**src/rtl/instr_encoder_if.sv**
```systemverilog
`default_nettype none
// +------------------------------------------------------------------+
// | Module      : instr_encoder_if                                   |
// | Description : Instruction-beat input handshake plus instruction  |
// |               memory write port of the instruction encoder.      |
// | Revision    : 1.0 - initial release                              |
// +------------------------------------------------------------------+
interface instr_encoder_if #(
  parameter int ADDR_W = 32
);
  logic              in_valid_i;
  logic              in_ready_o;
  logic              last_i;
  logic [3:0]        op_sel_i;
  logic [4:0]        rs_i;
  logic [4:0]        rt_i;
  logic [4:0]        rd_i;
  logic [15:0]       imm_i;
  logic              mem_we_o;
  logic [ADDR_W-1:0] mem_addr_o;
  logic [31:0]       mem_data_o;
  logic              mem_ready_i;

  // Program source and instruction memory side
  modport master (
    output in_valid_i, last_i, op_sel_i, rs_i, rt_i, rd_i, imm_i, mem_ready_i,
    input  in_ready_o, mem_we_o, mem_addr_o, mem_data_o
  );

  // Encoder side
  modport slave (
    input  in_valid_i, last_i, op_sel_i, rs_i, rt_i, rd_i, imm_i, mem_ready_i,
    output in_ready_o, mem_we_o, mem_addr_o, mem_data_o
  );
endinterface
`default_nettype wire

```
**src/rtl/instr_encoder.sv**
```systemverilog
`default_nettype none
// +------------------------------------------------------------------+
// | Module      : instr_encoder                                      |
// | Description : Packs symbolic instructions into 32-bit MIPS words, |
// |               buffers them in a FIFO and writes them to          |
// |               instruction memory at auto-incrementing addresses. |
// | Revision    : 1.0 - initial release                              |
// +------------------------------------------------------------------+
module instr_encoder #(
  parameter int                ADDR_W    = 32,
  parameter logic [ADDR_W-1:0] BASE_ADDR = '0,
  parameter int                DEPTH     = 4
) (
  input  logic           clk_i,
  input  logic           rst_i,
  input  logic           clear_i,
  instr_encoder_if.slave bus,
  output logic           done_o,
  output logic           err_o,
  output logic [7:0]     err_cnt_o
);

  localparam int c_PTR_W = (DEPTH > 1) ? $clog2(DEPTH) : 1;
  localparam int c_CNT_W = $clog2(DEPTH + 1);

  typedef enum logic [1:0] {
    S_IDLE  = 2'd0,
    S_LOAD  = 2'd1,
    S_DRAIN = 2'd2
  } state_t;

  state_t             r_state;
  logic [31:0]        r_mem [DEPTH];
  logic [c_PTR_W-1:0] r_wr_ptr;
  logic [c_PTR_W-1:0] r_rd_ptr;
  logic [c_CNT_W-1:0] r_count;
  logic [ADDR_W-1:0]  r_addr;
  logic               r_done;
  logic               r_err;
  logic [7:0]         r_err_cnt;

  logic               w_full;
  logic               w_empty;
  logic               w_ready;
  logic               w_accept;
  logic               w_illegal;
  logic               w_push;
  logic               w_pop;
  logic [31:0]        w_word;
  logic [c_CNT_W-1:0] w_count_next;

  assign w_full       = (r_count == c_CNT_W'(DEPTH));
  assign w_empty      = (r_count == '0);
  assign w_ready      = (r_state != S_DRAIN) && !w_full;
  assign w_accept     = bus.in_valid_i && w_ready;
  assign w_push       = w_accept && !w_illegal;
  assign w_pop        = !w_empty && bus.mem_ready_i;
  assign w_count_next = r_count + c_CNT_W'(w_push) - c_CNT_W'(w_pop);

  assign bus.in_ready_o = w_ready;
  assign bus.mem_we_o   = !w_empty;
  assign bus.mem_addr_o = r_addr;
  // Empty FIFO presents zero so the data bus has a defined idle value
  assign bus.mem_data_o = w_empty ? 32'd0 : r_mem[r_rd_ptr];
  assign done_o         = r_done;
  assign err_o          = r_err;
  assign err_cnt_o      = r_err_cnt;

  // Combinational field packing; lui drops rs, I-types drop rd, R-types drop imm
  always_comb begin
    w_word    = 32'd0;
    w_illegal = 1'b0;
    case (bus.op_sel_i)
      4'd0:    w_word = {6'h00, bus.rs_i, bus.rt_i, bus.rd_i, 5'd0, 6'h20};
      4'd1:    w_word = {6'h00, bus.rs_i, bus.rt_i, bus.rd_i, 5'd0, 6'h22};
      4'd2:    w_word = {6'h00, bus.rs_i, bus.rt_i, bus.rd_i, 5'd0, 6'h24};
      4'd3:    w_word = {6'h00, bus.rs_i, bus.rt_i, bus.rd_i, 5'd0, 6'h25};
      4'd4:    w_word = {6'h00, bus.rs_i, bus.rt_i, bus.rd_i, 5'd0, 6'h2A};
      4'd5:    w_word = {6'h08, bus.rs_i, bus.rt_i, bus.imm_i};
      4'd6:    w_word = {6'h0A, bus.rs_i, bus.rt_i, bus.imm_i};
      4'd7:    w_word = {6'h04, bus.rs_i, bus.rt_i, bus.imm_i};
      4'd8:    w_word = {6'h05, bus.rs_i, bus.rt_i, bus.imm_i};
      4'd9:    w_word = {6'h0F, 5'd0,     bus.rt_i, bus.imm_i};
      4'd10:   w_word = {6'h0D, bus.rs_i, bus.rt_i, bus.imm_i};
      default: w_illegal = 1'b1;
    endcase
  end

  // FIFO storage; contents need no reset because the count gates visibility
  always_ff @(posedge clk_i) begin
    if (w_push && !clear_i) begin
      r_mem[r_wr_ptr] <= w_word;
    end
  end

  // FIFO pointers, occupancy and write address; clear overrides push and pop
  always_ff @(posedge clk_i or negedge rst_i) begin
    if (!rst_i) begin
      r_wr_ptr <= '0;
      r_rd_ptr <= '0;
      r_count  <= '0;
      r_addr   <= BASE_ADDR;
    end else if (clear_i) begin
      r_wr_ptr <= '0;
      r_rd_ptr <= '0;
      r_count  <= '0;
      r_addr   <= BASE_ADDR;
    end else begin
      if (w_push) begin
        r_wr_ptr <= r_wr_ptr + c_PTR_W'(1);
      end
      if (w_pop) begin
        r_rd_ptr <= r_rd_ptr + c_PTR_W'(1);
        // Address wraps modulo 2^ADDR_W, not back to BASE_ADDR
        r_addr   <= r_addr + ADDR_W'(4);
      end
      r_count <= w_count_next;
    end
  end

  // Program state machine with registered done/error pulses and error counter
  always_ff @(posedge clk_i or negedge rst_i) begin
    if (!rst_i) begin
      r_state   <= S_IDLE;
      r_done    <= 1'b0;
      r_err     <= 1'b0;
      r_err_cnt <= 8'd0;
    end else if (clear_i) begin
      r_state <= S_IDLE;
      r_done  <= 1'b0;
      r_err   <= 1'b0;
    end else begin
      r_done <= 1'b0;
      r_err  <= w_accept && w_illegal;
      if (w_accept && w_illegal && (r_err_cnt != 8'hFF)) begin
        r_err_cnt <= r_err_cnt + 8'd1;
      end
      case (r_state)
        S_IDLE: begin
          if (w_accept) begin
            r_state <= bus.last_i ? S_DRAIN : S_LOAD;
          end
        end
        S_LOAD: begin
          if (w_accept && bus.last_i) begin
            r_state <= S_DRAIN;
          end
        end
        S_DRAIN: begin
          if (w_count_next == '0) begin
            r_done  <= 1'b1;
            r_state <= S_IDLE;
          end
        end
        default: r_state <= S_IDLE;
      endcase
    end
  end

endmodule
`default_nettype wire
```
**src/flat_wrapper.sv**
```systemverilog
// flat-port wrapper written by rule: the top's interface ports become plain ports
module instr_encoder_flat 
#(
  parameter int                ADDR_W    = 32,
  parameter logic [ADDR_W-1:0] BASE_ADDR = '0,
  parameter int                DEPTH     = 4
)
  (clk_i, rst_i, clear_i, done_o, err_o, err_cnt_o, bus_in_valid_i, bus_last_i, bus_op_sel_i, bus_rs_i, bus_rt_i, bus_rd_i, bus_imm_i, bus_mem_ready_i, bus_in_ready_o, bus_mem_we_o, bus_mem_addr_o, bus_mem_data_o);
  instr_encoder_if #(.ADDR_W(ADDR_W)) bus_i ();
  input  logic clk_i;
  input  logic rst_i;
  input  logic clear_i;
  output logic done_o;
  output logic err_o;
  output logic [7:0] err_cnt_o;
  input wire logic [$bits(bus_i.in_valid_i)-1:0] bus_in_valid_i;
  input wire logic [$bits(bus_i.last_i)-1:0] bus_last_i;
  input wire logic [$bits(bus_i.op_sel_i)-1:0] bus_op_sel_i;
  input wire logic [$bits(bus_i.rs_i)-1:0] bus_rs_i;
  input wire logic [$bits(bus_i.rt_i)-1:0] bus_rt_i;
  input wire logic [$bits(bus_i.rd_i)-1:0] bus_rd_i;
  input wire logic [$bits(bus_i.imm_i)-1:0] bus_imm_i;
  input wire logic [$bits(bus_i.mem_ready_i)-1:0] bus_mem_ready_i;
  output wire logic [$bits(bus_i.in_ready_o)-1:0] bus_in_ready_o;
  output wire logic [$bits(bus_i.mem_we_o)-1:0] bus_mem_we_o;
  output wire logic [$bits(bus_i.mem_addr_o)-1:0] bus_mem_addr_o;
  output wire logic [$bits(bus_i.mem_data_o)-1:0] bus_mem_data_o;
  assign bus_i.in_valid_i = bus_in_valid_i;
  assign bus_i.last_i = bus_last_i;
  assign bus_i.op_sel_i = bus_op_sel_i;
  assign bus_i.rs_i = bus_rs_i;
  assign bus_i.rt_i = bus_rt_i;
  assign bus_i.rd_i = bus_rd_i;
  assign bus_i.imm_i = bus_imm_i;
  assign bus_i.mem_ready_i = bus_mem_ready_i;
  assign bus_in_ready_o = bus_i.in_ready_o;
  assign bus_mem_we_o = bus_i.mem_we_o;
  assign bus_mem_addr_o = bus_i.mem_addr_o;
  assign bus_mem_data_o = bus_i.mem_data_o;
  instr_encoder #(.ADDR_W(ADDR_W), .BASE_ADDR(BASE_ADDR), .DEPTH(DEPTH)) u_core (.clk_i(clk_i), .rst_i(rst_i), .clear_i(clear_i), .bus(bus_i), .done_o(done_o), .err_o(err_o), .err_cnt_o(err_cnt_o));
endmodule
```
**config.mk**
```make
export PLATFORM = sky130hd
export DESIGN_NAME = instr_encoder_flat
export DESIGN_NICKNAME = d
export VERILOG_FILES = /design/src/rtl/instr_encoder_if.sv /design/src/rtl/instr_encoder.sv /design/src/flat_wrapper.sv
export SDC_FILE = /design/constraint.sdc
export NUM_CORES = 1
export LEC_CHECK = 0
export ABC_AREA = 1
export ABC_CLOCK_PERIOD_IN_PS = 5800
export CELL_PAD_IN_SITES_DETAIL_PLACEMENT = 0
export CELL_PAD_IN_SITES_GLOBAL_PLACEMENT = 1
export CORE_MARGIN = 10
export CORE_UTILIZATION = 45
export CTS_BUF_LIST = sky130_fd_sc_hd__clkbuf_16
export CTS_CLUSTER_SIZE = 24
export DETAILED_ROUTE_END_ITERATION = 10
export GPL_TIMING_DRIVEN = 1
export PLACE_DENSITY_LB_ADDON = 0.1
export SYNTH_ARGS = -nofsm -noshare
export SYNTH_HDL_FRONTEND = slang
export SYNTH_SLANG_ARGS = --single-unit
```
**constraint.sdc**
```tcl
create_clock -name clk_i -period 5.8 [get_ports clk_i]
set_clock_uncertainty 0.05 [all_clocks]
set_input_delay 1.16 -clock clk_i [delete_from_list [all_inputs] [get_ports clk_i]]
set_output_delay 1.16 -clock clk_i [all_outputs]
set_load 0.05 [all_outputs]
```
==> results of run 1 <==
[worst max-delay path: cells and delay by family, from the launching register on]
family,cells,cell delay [ns]
buffers and inverters,3,1.92
DFF,1,0.40
AOI/OAI and AO/OA,2,0.35
[metal layers]
layer / share of wire [%] / vias to the layer above
met2: 48 / 137
li1: - / 3099
met1: 44 / 2751
met3: 6.2 / 20
met5: 0 / -
met4: 1.6 / 0
[cells by family after synthesis]
kind of cell,synth area share (%)
AO/OA/AOI/OAI,8.571
XOR/XNOR,0.6557
adder cells (fa/ha/maj),1.499
buffers and inverters,5.511
flip-flops,60.27
other,0.04679
AND/OR/NAND/NOR,23.45
[Yosys cell counts, drive strengths merged]
| master | n | area share (%) |
|---|---|---|
| a21oi | 45 | 2.8 |
| a31oi | 1 | 0.078 |
| and2 | 1 | 0.078 |
| buf | 10 | 0.73 |
| clkbuf | 22 | 1.0 |
| conb | 1 | 0.047 |
| dfrtp | 49 | 15 |
| edfxtp | 120 | 45 |
| fa | 1 | 0.25 |
| ha | 8 | 1.2 |
| inv | 80 | 3.7 |
| nand2 | 167 | 8.6 |
| nand3 | 35 | 2.2 |
| nand3b | 2 | 0.19 |
| nand4 | 13 | 1.0 |
| nor2 | 218 | 11 |
| nor3 | 4 | 0.31 |
| nor3b | 2 | 0.19 |
| o21ai | 88 | 5.5 |
| o21bai | 2 | 0.19 |
| xnor2 | 2 | 0.22 |
| xor2 | 4 | 0.44 |
[cell usage in the layout, fill, tap and decap left out, types with 2 or more instances in the layout]
cell             instances
nand3b_1                 2
clkinvlp_4               3
conb_1                   4
edfxtp_1               120
nand4_1                 13
inv_2                    7
buf_4                   10
nand3_1                 34
clkinv_2                 3
inv_6                    2
xor2_1                   4
o21ai_0                 85
nor3_1                   3
clkbuf_16               17
nand2_1                156
dfrtp_1                 48
a21oi_1                 45
xnor2_1                  2
clkinv_4                 3
nor2_8                   2
ha_1                     8
nand2_4                  4
nand2_2                  6
o21ai_1                  3
nor2_2                  11
o21bai_1                 2
inv_1                   74
nor2_1                 205
clkdlybuf4s50_1        111
nor3b_1                  2
[how the worst min path moves through the flow]
stage	from	end	slack, ns	cells past startpoint
5_1_grt	u_core.err_cnt_o[1]	u_core.err_cnt_o[1]	0.50	2
4_1_cts	u_core.err_cnt_o[1]	u_core.err_cnt_o[1]	0.49	2
6_report	u_core.bus.mem_addr_o[3]	u_core.bus.mem_addr_o[3]	0.49	2
3_3_place_gp	u_core.err_cnt_o[1]	u_core.err_cnt_o[1]	0.47	2
3_5_place_dp	u_core.bus.mem_addr_o[7]	u_core.bus.mem_addr_o[7]	0.47	2
2_1_floorplan	u_core.r_wr_ptr[0]	u_core.r_wr_ptr[0]	0.45	1
[power breakdown]
group	switching (mW)	internal, mW
sequential	0.0410	1.37
clock	0.465	0.591
combinational	1.16	0.477
total	1.66	2.44
[per-stage QoR]
step	instances	hold WS (ns)	util [%]	area [sq um]
after floorplan	878	0.4482	-	8025
after global placement	1193	0.4670	53.97	9368
after detailed placement	1193	0.4732	53.97	9368
after CTS	1224	0.4921	57.15	9920
after global routing	1224	0.5044	57.15	9920
final	1224	0.4880	57.15	9920
[area by class of cell]
cell class	count	area (sq um)
Inverter	80	300.3
Timing Repair Buffer	122	1191
Clock buffer	17	425.4
Tap cell	225	281.5
Fill cell	1562	7437
Multi-Input combinational cell	597	2764
Sequential cell	169	4831
Clock inverter	14	126.4
[registers in the layout, indices dropped and copies added (netlist names), 2 cells and up]
| register | cells |
|---|---|
| u_core.r_rd_ptr | 2 |
| u_core.err_cnt_o | 8 |
| u_core.r_wr_ptr | 2 |
| u_core.bus.mem_addr_o | 30 |
| u_core.r_mem | 120 |
| u_core.r_state | 2 |
| u_core.r_count | 3 |
==> summary.md, run 1 <==
| Metric | Value |
|---|---|
| CP Cell Sequence | `inv_1, buf_4, o21ai_0, a21oi_1, clkdlybuf4s50_1` |
| Starting density of the core | `46.17%` |
| Delay of the slowest cell on the worst path | `0.84 ns` |
| Iteration-0 DRC count of the detailed router | `318` |
| Worst Setup Path Type | `register to output port` |
| Die Span X | `153.5 um` |
| Count of nets after finishing | `1037` |
| Crit start category | `register` |
| Worst setup EP type | `output port` |
| Residual DRC | `0` |
| Number of sinks driven by the clock tree | `169` |
| Maximum level of the CTS H-tree | `4` |
| GR Util met3 | `4.602%` |
| Final setup violation count | `0` |
| First drt pass iteration count | `6` |
| Area overhead of the layout relative to synthesis | `23.78%` |
| Vias after detailed routing | `6007` |
| Final period utilization | `74.47%` |
| WL per Instance | `15.93 um` |
| Final weighted congestion of routability-driven global placement | `0.7822` |
| Insertion delay to the later sink of the worst-skew pair | `0.42 ns` |
| Die Area | `0.02355 sq mm` |
| Met2 Usage GRT | `27.50%` |
| Capturing instance or port of the critical path | `bus_mem_data_o[29]` |
| Setup repair after global routing missed its margin | `false` |
| Proportion of synthesized chip area in sequential cells | `60.27%` |
| Power per standard cell area | `413.5 mW/mm^2` |
| GRT Resource Usage Total | `16.45%` |
| Met1 GRT Util | `19.95%` |
| Pin count of the biggest net entering global routing | `62` |
| Post-synth cell types | `33` |
| Routed Antenna Nets | `0` |
| Total overflow reported by the global router | `0` |
| Layout cells sized above 1 | `7.508%` |
| Layer with the highest usage after global routing | `met2` |
| Max Root-Sink Buffers | `2` |
| Largest driver fanout on the critical path | `35` |
| Number of register bits inferred by synthesis | `169` |
| Cell at the root of the clock tree | `clkbuf_16` |
| First-pass GRT wire length | `31420 um` |
| Maximum capacitance violations | `0` |
| Via count of the first global-routing pass | `5952` |
| Number of primary I/O pins | `117` |
| Worst-Margin Slew | `0.9510 ns` |
| Post-CTS Setup Bufs | `0` |
| Min-Delay Path Class | `register to register` |
| Worst-case vdd ir drop | `0.2448 mV` |
| Data arrival time of the critical path | `3.11 ns` |
| R2r endpoint | `u_core.r_state[0]` |
| Number of diodes added for antenna fixing | `0` |
| Min Clock Period, post-route | `4.319 ns` |
| Worst Setup Slack post-DPL | `1.768 ns` |
| Count of port buffers added during placement | `112` |
| Overall die height | `153.5 um` |
| Setup Total Neg Slack | `0 ns` |
| TritonCTS clock tree | `built` |
| Post-Synthesis Cells | `875` |
| Antenna violations before repair | `0` |
| Number of warnings reported in the yosys synthesis log | `0` |
| Hold Vio Cnt, Final | `0` |
| Half-perimeter wire length after detailed placement | `12800 um` |
| R2r startpoint | `u_core.r_count[1]` |
| Highest attainable clock frequency | `0.2315 GHz` |
| Clock Pin Slew Worst Setup and Hold Paths | `0.07 ns` |
| Required time reported for the critical path endpoint | `4.59 ns` |
| Slack of the critical path | `1.481 ns` |
| Placeable core region | `0.01736 sq mm` |
| Final Total Pwr | `4.102 mW` |
| Number of vias per cell | `4.908` |
| Leakage | `3.885 nW` |
| Quantity of hold-fixing buffers added after cts | `0` |
| Status | `finished clean` |
| Worst Reg2Reg Path Length in Cells | `18` |
| Synthesized area per cell | `9.159 sq um` |
| Std-Cell Rows | `48` |
| Critical-path cell with the highest stage delay | `clkdlybuf4s50_1` |
| Total wire length | `19500 um` |
| Slew headroom | `36.53%` |
| CP startpoint | `u_core.r_rd_ptr[0]` |
| R2R setup slack | `3.10 ns` |
| Total count of max-transition violations in the final report | `0` |
| Total CTS buffers | `17` |
| Post-CTS sizing | `0` |
| Mapped cell area | `0.008014 sq mm` |
(Power assumes the default switching activity.)
==> run 2, diff against run 1 <==
--- a/config.mk
+++ b/config.mk
@@ -6,11 +6,11 @@
 export NUM_CORES = 1
 export LEC_CHECK = 0
 export ABC_AREA = 1
-export ABC_CLOCK_PERIOD_IN_PS = 5800
+export ABC_CLOCK_PERIOD_IN_PS = 4200
 export CELL_PAD_IN_SITES_DETAIL_PLACEMENT = 0
 export CELL_PAD_IN_SITES_GLOBAL_PLACEMENT = 1
 export CORE_MARGIN = 10
-export CORE_UTILIZATION = 45
+export CORE_UTILIZATION = 42
 export CTS_BUF_LIST = sky130_fd_sc_hd__clkbuf_16
 export CTS_CLUSTER_SIZE = 24
 export DETAILED_ROUTE_END_ITERATION = 10
==> constraint.sdc (replaced) <==
create_clock -name clk_i -period 4.2 [get_ports clk_i]
set_clock_uncertainty 0.05 [all_clocks]
set_input_delay 0.84 -clock clk_i [delete_from_list [all_inputs] [get_ports clk_i]]
set_output_delay 0.84 -clock clk_i [all_outputs]
set_load 0.05 [all_outputs]
==> summary.md, run 2 (synthesis gave the netlist of run 1 again) <==
| Metric | Value |
|---|---|
| GRT Resource Usage Total | `16.36% (-0.085 points)` |
| Min Clock Period, post-route | `3.434 ns` |
| Required time reported for the critical path endpoint | `3.31 ns (-1.28 ns)` |
| Die Span X | `158.1 um (+3.1%)` |
| Vias after detailed routing | `6025 (+0.30%)` |
| Leakage | `4.115 nW (+5.9%)` |
| Largest driver fanout on the critical path | `31 (-11%)` |
| Hold Vio Cnt, Final | `0 (unchanged)` |
| Final period utilization | `81.77%` |
| Hold_ws | `0.3999 ns (-0.08806 ns)` |
| Overall die height | `158.1 um (+3.1%)` |
| Worst Setup Slack post-DPL | `0.5715 ns (-1.197 ns)` |
| TritonCTS clock tree | `built` |
| Leading cell types in the layout, fill and taps excluded | `nor2_1, nand2_1, edfxtp_1, o21ai_0, clkdlybuf4s50_1` |
| Post-Route Utilization | `55.30% (-1.9 points)` |
| Pin count of the biggest net entering global routing | `62 (unchanged)` |
| Iteration-0 DRC count of the detailed router | `353 (+11%)` |
| Worst Setup Path Type | `register to output port` |
| Clock Pin Slew Worst Setup and Hold Paths | `0.07 ns (about the same)` |
| Die Area | `0.02501 sq mm (+6.2%)` |
| Worst-Margin Slew | `0.7725 ns (-0.1785 ns)` |
| Number of primary I/O pins | `117 (unchanged)` |
| Residual DRC | `0 (unchanged)` |
| Layout cells sized above 1 | `10.87% (+3.4 points)` |
| Slack of the critical path | `0.7656 ns (-0.7153 ns)` |
| Number of diodes added for antenna fixing | `0 (unchanged)` |
| Half-perimeter wire length after detailed placement | `13440 um (+5.0%)` |
| Max Root-Sink Buffers | `2 (unchanged)` |
| Post-CTS sizing | `0 (unchanged)` |
| Total CTS buffers | `17 (unchanged)` |
| Number of cells after detailed placement | `1205 (+1.0%)` |
| Total overflow reported by the global router | `0 (unchanged)` |
| Number of sinks driven by the clock tree | `169 (unchanged)` |
| Non-filler instance count after layout | `1237 (+1.1%)` |
| Slew headroom | `48.50% (+12 points)` |
| Worst-case vdd ir drop | `0.3878 mV (+58%)` |
| Most frequent standard cell in the layout excluding fill and tap cells | `nor2_1` |
| Maximum capacitance violations | `0 (unchanged)` |
| Max reg flops | `120 (unchanged)` |
| Starting density of the core | `42.70% (-3.5 points)` |
| WL per Instance | `15.95 um (+0.10%)` |
| Power per standard cell area | `613.1 mW/mm^2 (+48%)` |
| Antenna violations before repair | `0 (unchanged)` |
| Routed Antenna Nets | `0 (unchanged)` |
| Post-CTS Setup Bufs | `0 (unchanged)` |
| Design Area, Final | `0.01038 sq mm (+4.6%)` |
| Insertion delay to the later sink of the worst-skew pair | `0.42 ns (about the same)` |
| Area overhead of the layout relative to synthesis | `29.51%` |
| Final Total Pwr | `6.363 mW (+55%)` |
| R2R setup slack | `1.53 ns (-1.57 ns)` |
| Met1 GRT Util | `20.09% (+0.13 points)` |
| First-pass GRT wire length | `31530 um (+0.38%)` |
| Total wire length | `19730 um (+1.2%)` |
| Layer with the highest usage after global routing | `met2` |
| Data arrival time of the critical path | `2.54 ns (-0.57 ns)` |
| Std-Cell Rows | `50 (+4.2%)` |
| Final weighted congestion of routability-driven global placement | `0.8285 (+5.9%)` |
| Cell at the root of the clock tree | `clkbuf_16` |
| Total count of max-transition violations in the final report | `0 (unchanged)` |
| Final setup violation count | `0 (unchanged)` |
| Number of vias per cell | `4.871 (-0.75%)` |
| Placeable core region | `0.01877 sq mm (+8.1%)` |
| Quantity of hold-fixing buffers added after cts | `0 (unchanged)` |
| Min-Delay Path Class | `input port to async pin` |
| Crit start category | `register` |
| Met2 Usage GRT | `27.77% (+0.27 points)` |
| Maximum level of the CTS H-tree | `4 (unchanged)` |
| Highest attainable clock frequency | `0.2912 GHz` |
| Area of placed instances | `0.009717 sq mm (+3.7%)` |
| Setup repair after global routing missed its margin | `false` |
| GR Util met3 | `4.152% (-0.45 points)` |
| Status | `finished clean` |
| Count of port buffers added during placement | `112 (unchanged)` |
| Worst setup EP type | `output port` |
| Count of nets after finishing | `1040 (+0.29%)` |
| Via count of the first global-routing pass | `5930 (-0.37%)` |
| First drt pass iteration count | `5 (-1)` |
| Setup Total Neg Slack | `0 ns (unchanged)` |
| Largest reg by FF count | `u_core.r_mem` |
==> run 2: cell types whose count changed in the layout (fill, tap and decap cells not counted) <==
cell             before  now
nor2_4                0    3
buf_12                0   30
nor2_2               11    8
inv_8                 1    3
clkinv_2              3    1
bufinv_16             1    5
clkdlybuf4s50_1     111   81
clkinv_4              3    2
buf_4                10   13
clkinvlp_4            3    0
inv_6                 2    3
==> run 2: critical path: stages (launching register included) <==
cell     delay [ns]
dfrtp_1        0.32
buf_4          0.37
inv_1          0.37
buf_4          0.33
nor2_1         0.11
o21ai_0        0.08
a21oi_1        0.34
buf_12         0.19
==> run 2: final cells by class <==
| class | count | area, sq um |
|---|---|---|
| Clock buffer | 17 | 425.4 |
| Clock inverter | 15 | 236.5 |
| Fill cell | 1676 | 8389 |
| Inverter | 80 | 300.3 |
| Multi-Input combinational cell | 597 | 2779 |
| Sequential cell | 169 | 4831 |
| Tap cell | 234 | 292.8 |
| Timing Repair Buffer | 125 | 1514 |
==> run 2: per-layer routing <==
layer / wire length, um / share of wire (%)
met4: 218 / 1.1
met5: 0 / 0
met3: 1083 / 5.5
met1: 8568 / 43
met2: 9860 / 50
==> run 2: final timing paths <==
kind	end	from	cells past startpoint
worst max-delay path	bus_mem_data_o[0]	u_core.r_rd_ptr[1]	7
worst min-delay path	u_core.bus.mem_addr_o[25]	rst_i	1
worst max register to register	u_core.r_state[0]	u_core.r_count[1]	15
worst min register to register	u_core.bus.mem_addr_o[7]	u_core.bus.mem_addr_o[7]	2
max in group asynchronous	u_core.err_o	rst_i	2
min in group clk_i	u_core.bus.mem_addr_o[7]	u_core.bus.mem_addr_o[7]	2
==> run 2: report_power, final <==
| group | total, mW | switching, mW | internal, mW |
|---|---|---|---|
| combinational | 2.68 | 1.69 | 0.987 |
| clock | 1.73 | 0.661 | 1.07 |
| sequential | 1.95 | 0.0576 | 1.89 |
==> run 3, diff against run 2 <==
--- a/config.mk
+++ b/config.mk
@@ -6,11 +6,11 @@
 export NUM_CORES = 1
 export LEC_CHECK = 0
 export ABC_AREA = 1
-export ABC_CLOCK_PERIOD_IN_PS = 4200
+export ABC_CLOCK_PERIOD_IN_PS = 2880
 export CELL_PAD_IN_SITES_DETAIL_PLACEMENT = 0
 export CELL_PAD_IN_SITES_GLOBAL_PLACEMENT = 1
 export CORE_MARGIN = 10
-export CORE_UTILIZATION = 42
+export CORE_UTILIZATION = 38
 export CTS_BUF_LIST = sky130_fd_sc_hd__clkbuf_16
 export CTS_CLUSTER_SIZE = 24
 export DETAILED_ROUTE_END_ITERATION = 10
==> constraint.sdc (replaced) <==
create_clock -name clk_i -period 2.88 [get_ports clk_i]
set_clock_uncertainty 0.05 [all_clocks]
set_input_delay 0.576 -clock clk_i [delete_from_list [all_inputs] [get_ports clk_i]]
set_output_delay 0.576 -clock clk_i [all_outputs]
set_load 0.05 [all_outputs]
==> summary.md, run 3 (synthesis gave the netlist of run 1 again) <==
| Metric | Value |
|---|---|
| Leading cell types in the layout, fill and taps excluded | `nor2_1, nand2_1, edfxtp_1, o21ai_0, clkdlybuf4s50_1` |
| Largest driver fanout on the critical path | `14 (-55%)` |
| Layout cells sized above 1 | `13.80% (+2.9 points)` |
| Post-Route Utilization | `51.18% (-4.1 points)` |
| Final setup violation count | `0 (unchanged)` |
| Setup Total Neg Slack | `0 ns (unchanged)` |
| Maximum capacitance violations | `0 (unchanged)` |
| Worst Setup Path Type | `register to output port` |
| Worst setup EP type | `output port` |
| Leakage | `4.265 nW (+3.6%)` |
| Total wire length | `21040 um (+6.6%)` |
| Number of fill cells | `1944 (+16%)` |
| Switching share of power | `39.05% (+1.2 points)` |
| Number of sinks driven by the clock tree | `169 (unchanged)` |
| Crit start category | `register` |
| Residual DRC | `0 (unchanged)` |
| Switching power of the nets | `3.641 mW (+51%)` |
| Highest attainable clock frequency | `0.3747 GHz` |
| Maximum level of the CTS H-tree | `4 (unchanged)` |
| Area overhead of the layout relative to synthesis | `33.40%` |
| Half-perimeter wire length after detailed placement | `14370 um (+6.9%)` |
| Die Span X | `165.2 um (+4.5%)` |
| Required time reported for the critical path endpoint | `2.25 ns (-1.06 ns)` |
| Largest reg by FF count | `u_core.r_mem` |
| Combinational Power Share | `45.7% (+3.6 points)` |
| Share of power burned in registers | `30.6% (about the same)` |
| Delay of the slowest cell on the worst path | `0.42 ns (+0.05 ns)` |
| Total CTS buffers | `17 (unchanged)` |
| Clock network fraction of design power | `23.7% (-3.5 points)` |
| Setup repair after global routing missed its margin | `false` |
| First-pass GRT wire length | `33760 um (+7.1%)` |
| Via count of the first global-routing pass | `6216 (+4.8%)` |
| CP Cell Sequence | `nor2_1, nand2_1, clkinvlp_4, buf_12, buf_4, a21oi_1, buf_12` |
| TritonCTS clock tree | `built` |
| Vias after detailed routing | `6292 (+4.4%)` |
| Die Area | `0.02730 sq mm (+9.2%)` |
| Overall die height | `165.2 um (+4.5%)` |
| Met1 GRT Util | `20.29% (+0.21 points)` |
| Cell at the root of the clock tree | `clkbuf_16` |
| Routed Antenna Nets | `0 (unchanged)` |
| Insertion delay to the later sink of the worst-skew pair | `0.43 ns (about the same)` |
| Final period utilization | `92.67%` |
| Antenna violations before repair | `0 (unchanged)` |
| Max reg flops | `120 (unchanged)` |
| Worst-case vdd ir drop | `0.6143 mV (+58%)` |
| Pin count of the biggest net entering global routing | `61 (-1.6%)` |
| Iteration-0 DRC count of the detailed router | `440 (+25%)` |
| Number of diodes added for antenna fixing | `0 (unchanged)` |
| GR Util met3 | `4.289% (+0.14 points)` |
| Hold Vio Cnt, Final | `0 (unchanged)` |
| Starting density of the core | `38.36% (-4.3 points)` |
| Max Root-Sink Buffers | `2 (unchanged)` |
| Std-Cell Rows | `53 (+6.0%)` |
| Min-Delay Path Class | `register to register` |
| Worst-Margin Slew | `0.5284 ns (-0.2441 ns)` |
| GRT Resource Usage Total | `15.75% (-0.62 points)` |
| Critical-path cell with the highest stage delay | `dfrtp_1` |
| Status | `finished clean` |
| Total overflow reported by the global router | `0 (unchanged)` |
| WL per Instance | `16.05 um (+0.61%)` |
| Power per standard cell area | `872.2 mW/mm^2 (+42%)` |
| Data arrival time of the critical path | `2.04 ns (-0.50 ns)` |
| Clock Pin Slew Worst Setup and Hold Paths | `0.07 ns (about the same)` |
| Count of nets after finishing | `1074 (+3.3%)` |
| Layer with the highest usage after global routing | `met2` |
| Final weighted congestion of routability-driven global placement | `0.7878 (-4.9%)` |
| Number of primary I/O pins | `117 (unchanged)` |
| Total count of max-transition violations in the final report | `0 (unchanged)` |
| Slew headroom | `64.67% (+16 points)` |
| Placeable core region | `0.02089 sq mm (+11%)` |
| Most frequent CP cell | `buf_12` |
| Min Clock Period, post-route | `2.669 ns` |
| Number of vias per cell | `4.799 (-1.5%)` |
| Internal power | `5.682 mW (+44%)` |
| Most frequent standard cell in the layout excluding fill and tap cells | `nor2_1` |
| Met2 Usage GRT | `25.72% (-2.0 points)` |
| First drt pass iteration count | `5 (unchanged)` |
| Count of port buffers added during placement | `112 (unchanged)` |
## run 3: final timing paths
| path | start | end | slack, ns | depth (start not counted) |
|---|---|---|---|---|
| worst max-delay path | u_core.r_count[1] | bus_mem_data_o[24] | 0.21 | 7 |
| worst min-delay path | u_core.r_wr_ptr[0] | u_core.r_wr_ptr[0] | 0.49 | 1 |
| worst max register to register | u_core.r_count[1] | u_core.r_state[0] | 0.35 | 18 |
| worst min register to register | u_core.r_wr_ptr[0] | u_core.r_wr_ptr[0] | 0.49 | 1 |
| max in group asynchronous | rst_i | u_core.bus.mem_addr_o[24] | 1.73 | 3 |
| min in group asynchronous | rst_i | u_core.err_cnt_o[1] | 0.51 | 2 |
## run 3: routing by layer
| layer | vias to the layer above | share of wire, % | wire length, um |
|---|---|---|---|
| met1 | 2964 | 46 | 9646 |
| met5 | - | 0 | 0 |
| li1 | 3166 | - | - |
| met4 | 0 | 1.2 | 247 |
| met2 | 137 | 48 | 10070 |
| met3 | 25 | 5.1 | 1071 |
## run 3: stage by stage
stage                     cells  worst slack [ns]  hold WS, ns  total power [mW]  instance area (sq um)
final                      1311            0.2111       0.4899             9.324                  10690
after global routing       1311           0.01176       0.5234             9.792                  10690
after CTS                  1311            0.1578       0.4953             9.453                  10680
after detailed placement   1278           -0.2511       0.4370             7.166                  10080
after global placement     1278           -0.2556       0.4450             7.151                  10080
after floorplan             878           -0.1774       0.2304             5.107                   8025
## run 3: what timing repair did
action | in CTS | in global routing
setup endpoints to repair | 11 | 2
endpoints found under the hold margin | 11 | 0
hold buffers | 1 | 0
buffers inserted | 1 | 0
resized for setup | 1 | 4
## run 3: critical path, delay by kind of cell (launching register included)
family | cells | cell delay [ns]
simple gates | 2 | 0.28
compound gates | 1 | 0.25
buf+inv | 4 | 0.65
flops | 1 | 0.42
## run 3: power groups by stage
stage          registers, mW  clock network (mW)  logic, mW
4_1_cts                 2.85                2.26       4.34
6_report                2.85                2.21       4.26
5_1_grt                 2.87                2.37       4.55
3_3_place_gp            2.90                   0       4.25
2_1_floorplan           3.00                   0       2.10
3_5_place_dp            2.90                   0       4.27
## run 3: area by class of cell
cell class	instances	area, sq um	share of cell area (%)
clock inverter	14	137.6	1.287
multi-input combinational	597	2771	25.92
tap	275	344.1	3.219
timing repair buffer	159	1877	17.56
inverter	80	304.0	2.844
sequential	169	4831	45.19
clock buffer	17	425.4	3.979
